File: src/rtl/oddr_clock_gen_programmable.sv
// oddr_clock_gen_programmable
//   Programmable forwarded-clock pattern generator for an ODDR output cell.
//   Each clk_i cycle carries two half-slots (bit0 -> ODDR D1, bit1 -> D2).
//   A period is 2N slots (N clk_i cycles): slots 0..N-1 high, N..2N-1 low,
//   so any integer division of clk_i (odd ratios included) can be forwarded.
//   Ratio changes and enable gating only take effect at period boundaries,
//   so a truncated high or low phase is never emitted.
//
// Ports
//   clk_i              single clock
//   reset_i            asynchronous, active-high reset
//   enable_i           1 = clock runs; 0 = stop low after the current period
//   cfg_v_i            new half-period value valid
//   cfg_half_period_i  new N (half-slots per phase), 0 is rejected
//   cfg_ready_o        1 = no change pending, a new cfg can be accepted
//   cfg_err_o          registered one-cycle pulse for a rejected N==0 cfg
//   clk_pattern_o      {D2, D1} pattern for the ODDR
//   period_start_o     high with the pattern that holds the rising edge
//   half_period_o      currently active N
module oddr_clock_gen_programmable #(
  parameter int half_period_width_p = 7,
  parameter int reset_half_period_p = 1
) (
  input  logic                           clk_i,
  input  logic                           reset_i,
  input  logic                           enable_i,
  input  logic                           cfg_v_i,
  input  logic [half_period_width_p-1:0] cfg_half_period_i,
  output logic                           cfg_ready_o,
  output logic                           cfg_err_o,
  output logic [1:0]                     clk_pattern_o,
  output logic                           period_start_o,
  output logic [half_period_width_p-1:0] half_period_o
);

  // One extra bit so 2N and the slot counter never overflow at N = 2^w-1.
  localparam int CW = half_period_width_p + 1;
  localparam logic [half_period_width_p-1:0] N_RST =
    reset_half_period_p[half_period_width_p-1:0];

  logic [CW-1:0]                  cnt_r;      // even slot index of bit0
  logic [half_period_width_p-1:0] n_r;        // active half period
  logic [half_period_width_p-1:0] n_pend_r;   // accepted, not yet applied
  logic                           pend_r;
  logic                           run_r;
  logic [1:0]                     pat_r;
  logic                           ps_r;
  logic                           err_r;

  logic [CW-1:0] n_ext, two_n, cnt_p1, cnt_p2;
  logic          wrap, boundary, cfg_zero, cfg_take, cfg_bad;

  always_comb begin
    n_ext    = {1'b0, n_r};
    two_n    = {n_r, 1'b0};
    cnt_p1   = cnt_r + CW'(1);
    cnt_p2   = cnt_r + CW'(2);
    wrap     = (cnt_p2 == two_n);
    // While stopped the counter sits at 0, so every stopped cycle is a
    // boundary: pending cfgs and re-enables are picked up right away.
    boundary = run_r ? wrap : (cnt_r == '0);
    cfg_zero = (cfg_half_period_i == '0);
    cfg_take = cfg_v_i & ~pend_r & ~cfg_zero;
    cfg_bad  = cfg_v_i & ~pend_r &  cfg_zero;
  end

  always_ff @(posedge clk_i or posedge reset_i) begin
    if (reset_i) begin
      cnt_r    <= '0;
      n_r      <= N_RST;
      n_pend_r <= '0;
      pend_r   <= 1'b0;
      run_r    <= 1'b0;
      pat_r    <= 2'b00;
      ps_r     <= 1'b0;
      err_r    <= 1'b0;
    end else begin
      if (run_r) begin
        pat_r <= {(cnt_p1 < n_ext), (cnt_r < n_ext)};
        ps_r  <= (cnt_r == '0);
        cnt_r <= wrap ? '0 : cnt_p2;
      end else begin
        pat_r <= 2'b00;
        ps_r  <= 1'b0;
        cnt_r <= '0;
      end

      // Boundary uses the pending flag as it stood before this cycle, so a
      // cfg accepted in the boundary cycle waits for the next boundary.
      if (boundary) begin
        run_r <= enable_i;
        if (pend_r) begin
          n_r    <= n_pend_r;
          pend_r <= 1'b0;
        end
      end

      // Only possible when pend_r is clear, so never collides with the
      // boundary clear above.
      if (cfg_take) begin
        n_pend_r <= cfg_half_period_i;
        pend_r   <= 1'b1;
      end

      err_r <= cfg_bad;
    end
  end

  assign cfg_ready_o    = ~pend_r;
  assign cfg_err_o      = err_r;
  assign clk_pattern_o  = pat_r;
  assign period_start_o = ps_r;
  assign half_period_o  = n_r;

endmodule

File: config.mk
export PLATFORM = sky130hd
export DESIGN_NAME = oddr_clock_gen_programmable
export DESIGN_NICKNAME = d
export VERILOG_FILES = /design/src/rtl/oddr_clock_gen_programmable.sv
export SDC_FILE = /design/constraint.sdc
export NUM_CORES = 1
export LEC_CHECK = 0
export CAP_MARGIN = 15
export CORE_ASPECT_RATIO = 0.7
export CORE_MARGIN = 4
export CORE_UTILIZATION = 30
export DETAILED_ROUTE_END_ITERATION = 10
export PLACE_DENSITY = 0.51
export SLEW_MARGIN = 40
export SYNTH_ARGS = -nofsm -noshare
export SYNTH_HDL_FRONTEND = slang
export SYNTH_SLANG_ARGS = --single-unit
File: constraint.sdc
create_clock -name clk_i -period 6.1 [get_ports clk_i]
set_input_delay 0.915 -clock clk_i [delete_from_list [all_inputs] [get_ports clk_i]]
set_output_delay 0.915 -clock clk_i [all_outputs]
set_load 0.01 [all_outputs]
# After elaboration in Yosys (flattened, before gate mapping)
# Cells that the tools add are included.
# op_classes
eq_ne	1
muxes	7
order_cmp	2
addsub	2
bitwise	5
reduce_logical	4
# ops
cell	n
8-bit by 7-bit < comparator with 1-bit output	2
8-bit 2-to-1 mux	2
8-bit by 1-bit adder with 8-bit output, second input constant	1
8-bit by 2-bit adder with 8-bit output, second input constant	1
8-bit == test	1
8-bit logical NOT	1
7-bit logical NOT	1
1-bit 2-to-1 mux	4
1-bit AND	3
2-bit 2-to-1 mux	1
1-bit NOT	2
2-bit AND reduction	1
2-bit nonzero test	1
# totals
reg_bits	28
out_inout_bits	12
word_cells	29

# Logic depth before layout (Yosys ltp)
# depth
ltp_word	5
depth_mapped	8
mapped_depth_nobuf	8

# Worst setup path after synthesis
# No wires, ideal clock.
# synth_path
path_kind	register to register
start	register cnt_r[1]
end	register n_r[1] (netlist: half_period_o[1])
stages_incl_launch_ff	8
n_path_buf	0
setup_time_ns	0.125
required_time_ns	5.975
path_slack_ns	4.004
t_arrival_ns	1.971
cell_sequence	dfrtp_1 -> ha_1 -> and3_2 -> nand3_1 -> xnor2_1 -> nor4_2 -> a31oi_4 -> mux2_2
# synth_between
elab_chain_len	4
# synth_rtl
element	line	source
start, declared	41	logic [CW-1:0] cnt_r;
start signal, assigned	81	cnt_r <= wrap ? '0 : cnt_p2;
8-bit by 2-bit adder with 8-bit output	57	cnt_p2 = cnt_r + CW'(2);
8-bit == test	58	wrap = (cnt_p2 == two_n);
1-bit 2-to-1 mux *	61	boundary = run_r ? wrap : (cnt_r == '0);
2-bit AND reduction (no source line) *	-	
end signal, assigned	93	n_r <= n_pend_r;
end, declared	42	logic [half_period_width_p-1:0] n_r;
# Every way passes the cells marked *; elsewhere a longest branch is shown, timed or not.
# A chain may end at the register's enable or synchronous reset.

# Final worst setup path
# layout_path
start	register cnt_r[1]
end	register n_r[6] (netlist: half_period_o[6])
# Same word-level chain as after synthesis.

==> metrics.json <==
{
  "number_of_rows_in_the_core_area": 21,
  "critPathMaxStageDelay_ns": 0.51,
  "drt_first_pass_iters": 4,
  "portBuffers": 22,
  "global_route.usage.total": 0.111,
  "maximum_number_of_pins_on_one_net_before_global_route_repair": 28,
  "slew_headroom": 0.611,
  "cts_root_buf": "sky130_fd_sc_hd__clkbuf_8",
  "place_area_um2": 1790,
  "placeableCoreArea_um2": 4810,
  "post-route-period-util": 0.387,
  "finalNonFillerCells": 222,
  "cts_inserted_buffers": 3,
  "die-height_um": 67.2,
  "cts_post_setup_buffers_inserted": 0,
  "post-route-drc-count": 0,
  "cp_num_buf_inv": 0,
  "max_slew.worst_pin.slew_ns": 0.582,
  "cp.arrival_ns": 2.54,
  "critical_path.top_delay_family": "simple AND/OR/NAND/NOR gates",
  "use_met1": 0.152,
  "worst_r2r_path_depth": 7,
  "timing.hold.ws_ns": 0.523,
  "cts_htree_levels": 1,
  "finalHoldViolCount": 0,
  "clock_skew_ns": 0.00394,
  "gp_congestion": 0.823,
  "antenna_found_initial": 0,
  "max-cap-violations": 0,
  "layout_commonest_cell": "sky130_fd_sc_hd__dfrtp_1",
  "clk_pin_slew_ns": 0.10,
  "groute.layer.met2.usage": 0.172,
  "ctsResizeCount": 0,
  "count_of_boundary_i_o_pins": 23,
  "grt_pass1_wl_mm": 5.33,
  "setup_slack_ns": 3.74,
  "cts_tree": "done",
  "routedWlPerCell_um": 13.9,
  "crit_required_ns": 6.28,
  "outcome": "finished clean",
  "gr-max-usage-layer": "met2",
  "post_route_cells_drive_above_1_share": 0.170,
  "path_class": "reg2reg",
  "dpl.hpwl_mm": 2.41,
  "global_route.usage.met3": 0.0390,
  "tritoncts_num_sinks": 27,
  "antennaDiodeCount": 0,
  "totalNegativeSetupSlack_ns": 0,
  "drt_iter0_drc": 32,
  "drt.antenna.violating_nets": 0,
  "timing.final.crit_period_ns": 2.36,
  "gate_count_of_the_mapped_netlist": 131,
  "setup.worst_path.start": "cnt_r[1]",
  "totalWireLength_mm": 3.09,
  "hold_class": "reg2reg",
  "worst_setup_path_end_kind": "flop",
  "cp_cell_sequence": "ha_1 -> and3_2 -> nand3_1 -> xnor2_1 -> nor4_2 -> a31oi_4 -> mux2_2",
  "worstPathMaxFanout": 7,
  "r2r_end": "half_period_o[6]",
  "fin_nets": 178,
  "die_w_um": 92.6,
  "finalPower_uw": 859,
  "globalRoute.totalOverflow": 0,
  "dieArea_um2": 6230,
  "synth_warnings": 0,
  "pwr_density_cell_nw_per_um2": 467,
  "reg2reg_setup_slack_ns": 3.74,
  "grt_pass1_vias": 1070,
  "dp.cells": 218,
  "yosys_register_bits": 27,
  "post_synth_num_cell_types": 32,
  "cts.hold.buffers_added": 0,
  "synthToLayoutAreaGrowth_pct": 22.4,
  "rsz0062_at_grt": "no",
  "clk_path_buf_depth": 2,
  "post-route-util": 0.383,
  "avgViaCountPerCell": 4.42,
  "critPathSlowestCell": "sky130_fd_sc_hd__dfrtp_1",
  "synth_seq_area_share": 0.450,
  "final-max-slew-violation-count": 0,
  "synth_area_per_cell_um2": 11.5,
  "non_filler_cell_area_final_um2": 1840,
  "vias": 981,
  "floorplan.initialDensity": 0.313,
  "vdd_ir_drop_max_v": 0.000153,
  "timing.final.setup_violations": 0,
  "syn-num-nets": 155,
  "timing.critical_path.to": "half_period_o[6]",
  "syn_area_um2": 1500,
  "fmax_mhz": 423,
  "worst_skew_pair.late_latency_ns": 0.28,
  "worst_r2r_startpoint": "cnt_r[1]",
  "worstSetupPathDepth": 7,
  "timing.critical_path.from_type": "flop",
  "p_leak_nw": 0.790,
  "layout_common_cells": "sky130_fd_sc_hd__dfrtp_1 (26), sky130_fd_sc_hd__clkdlybuf4s50_1 (22), sky130_fd_sc_hd__mux2_2 (13), sky130_fd_sc_hd__ha_1 (13)",
  "place_worst_setup_slack_ns": 3.63
}
-- state kept, by name (all words and copies together), names as in the netlist --
register,count
cnt_r,7
run_r,1
clk_pattern_o,2
period_start_o,1
n_pend_r,7
pend_r,1
half_period_o,7
cfg_err_o,1
-- worst register-to-register path, delay by kind of cell (launching register included) --
kind | cells | cell delay (ns)
compound gates | 1 | 0.21
xor+xnor | 1 | 0.20
fa+ha+maj | 1 | 0.23
flops | 1 | 0.51
mux | 1 | 0.31
simple gates | 3 | 0.80
-- power breakdown --
group / switching (mW) / leakage, nW / internal [mW]
clock: 0.0636 / 0.0261 / 0.0481
sequential: 0.0846 / 0.327 / 0.254
combinational: 0.178 / 0.436 / 0.231
total: 0.326 / 0.790 / 0.533
-- worst min path at each step --
stage	from	slack, ns	to	depth (start not counted)
floorplan	n_pend_r[1]	0.48	half_period_o[1]	1
global placement	n_pend_r[0]	0.50	half_period_o[0]	1
detailed placement	n_pend_r[2]	0.50	half_period_o[2]	1
CTS	n_pend_r[2]	0.53	half_period_o[2]	1
global route	n_pend_r[4]	0.55	n_pend_r[4]	1
finish	n_pend_r[2]	0.52	half_period_o[2]	1
-- cell families (layout without fill, tap and decap cells) --
group | Yosys count | in the layout | synth area share
simple gates | 32 | 32 | 0.137
flops | 27 | 27 | 0.450
buf+inv | 16 | 38 | 0.0433
compound gates | 15 | 15 | 0.0765
xor+xnor | 15 | 15 | 0.0874
fa+ha+maj | 13 | 13 | 0.108
mux | 13 | 13 | 0.0973
-- Yosys cell counts, drive strengths merged --
master | n | area share
dfrtp | 26 | 0.43
ha | 13 | 0.11
mux2 | 13 | 0.097
inv | 12 | 0.030
xnor2 | 11 | 0.064
and2 | 7 | 0.029
nand3 | 4 | 0.013
o21a | 4 | 0.020
o21ai | 4 | 0.013
xor2 | 4 | 0.023
a21oi | 3 | 0.010
clkbuf | 3 | 0.0075
nand2 | 3 | 0.0075
nand2b | 3 | 0.012
nor2b | 3 | 0.012
nor4 | 3 | 0.021
and3 | 2 | 0.0092
nor2 | 2 | 0.0067
nor3b | 2 | 0.013
a2111oi | 1 | 0.0058
a211oi | 1 | 0.0050
a31oi | 1 | 0.014
dfstp | 1 | 0.017
dlygate4sd1 | 1 | 0.0058
nand4 | 1 | 0.0042
nor3 | 1 | 0.0033
o41a | 1 | 0.0083
or4 | 1 | 0.0050
-- area by class of cell --
type	instances	area [µm²]
flip-flops and latches	27	677
clock buffers	3	41.3
multi-input cells	88	762
clock inverters	1	8.76
well taps	69	86.3
inverters	12	45.0
fillers	467	2970
repair buffers	22	220
-- routing by layer --
layer	vias to the layer above	part of all wire
met1	469	0.53
met3	2	0.047
li1	490	-
met4	0	0.0032
met2	20	0.42
met5	-	0
(Power assumes the default switching activity.)
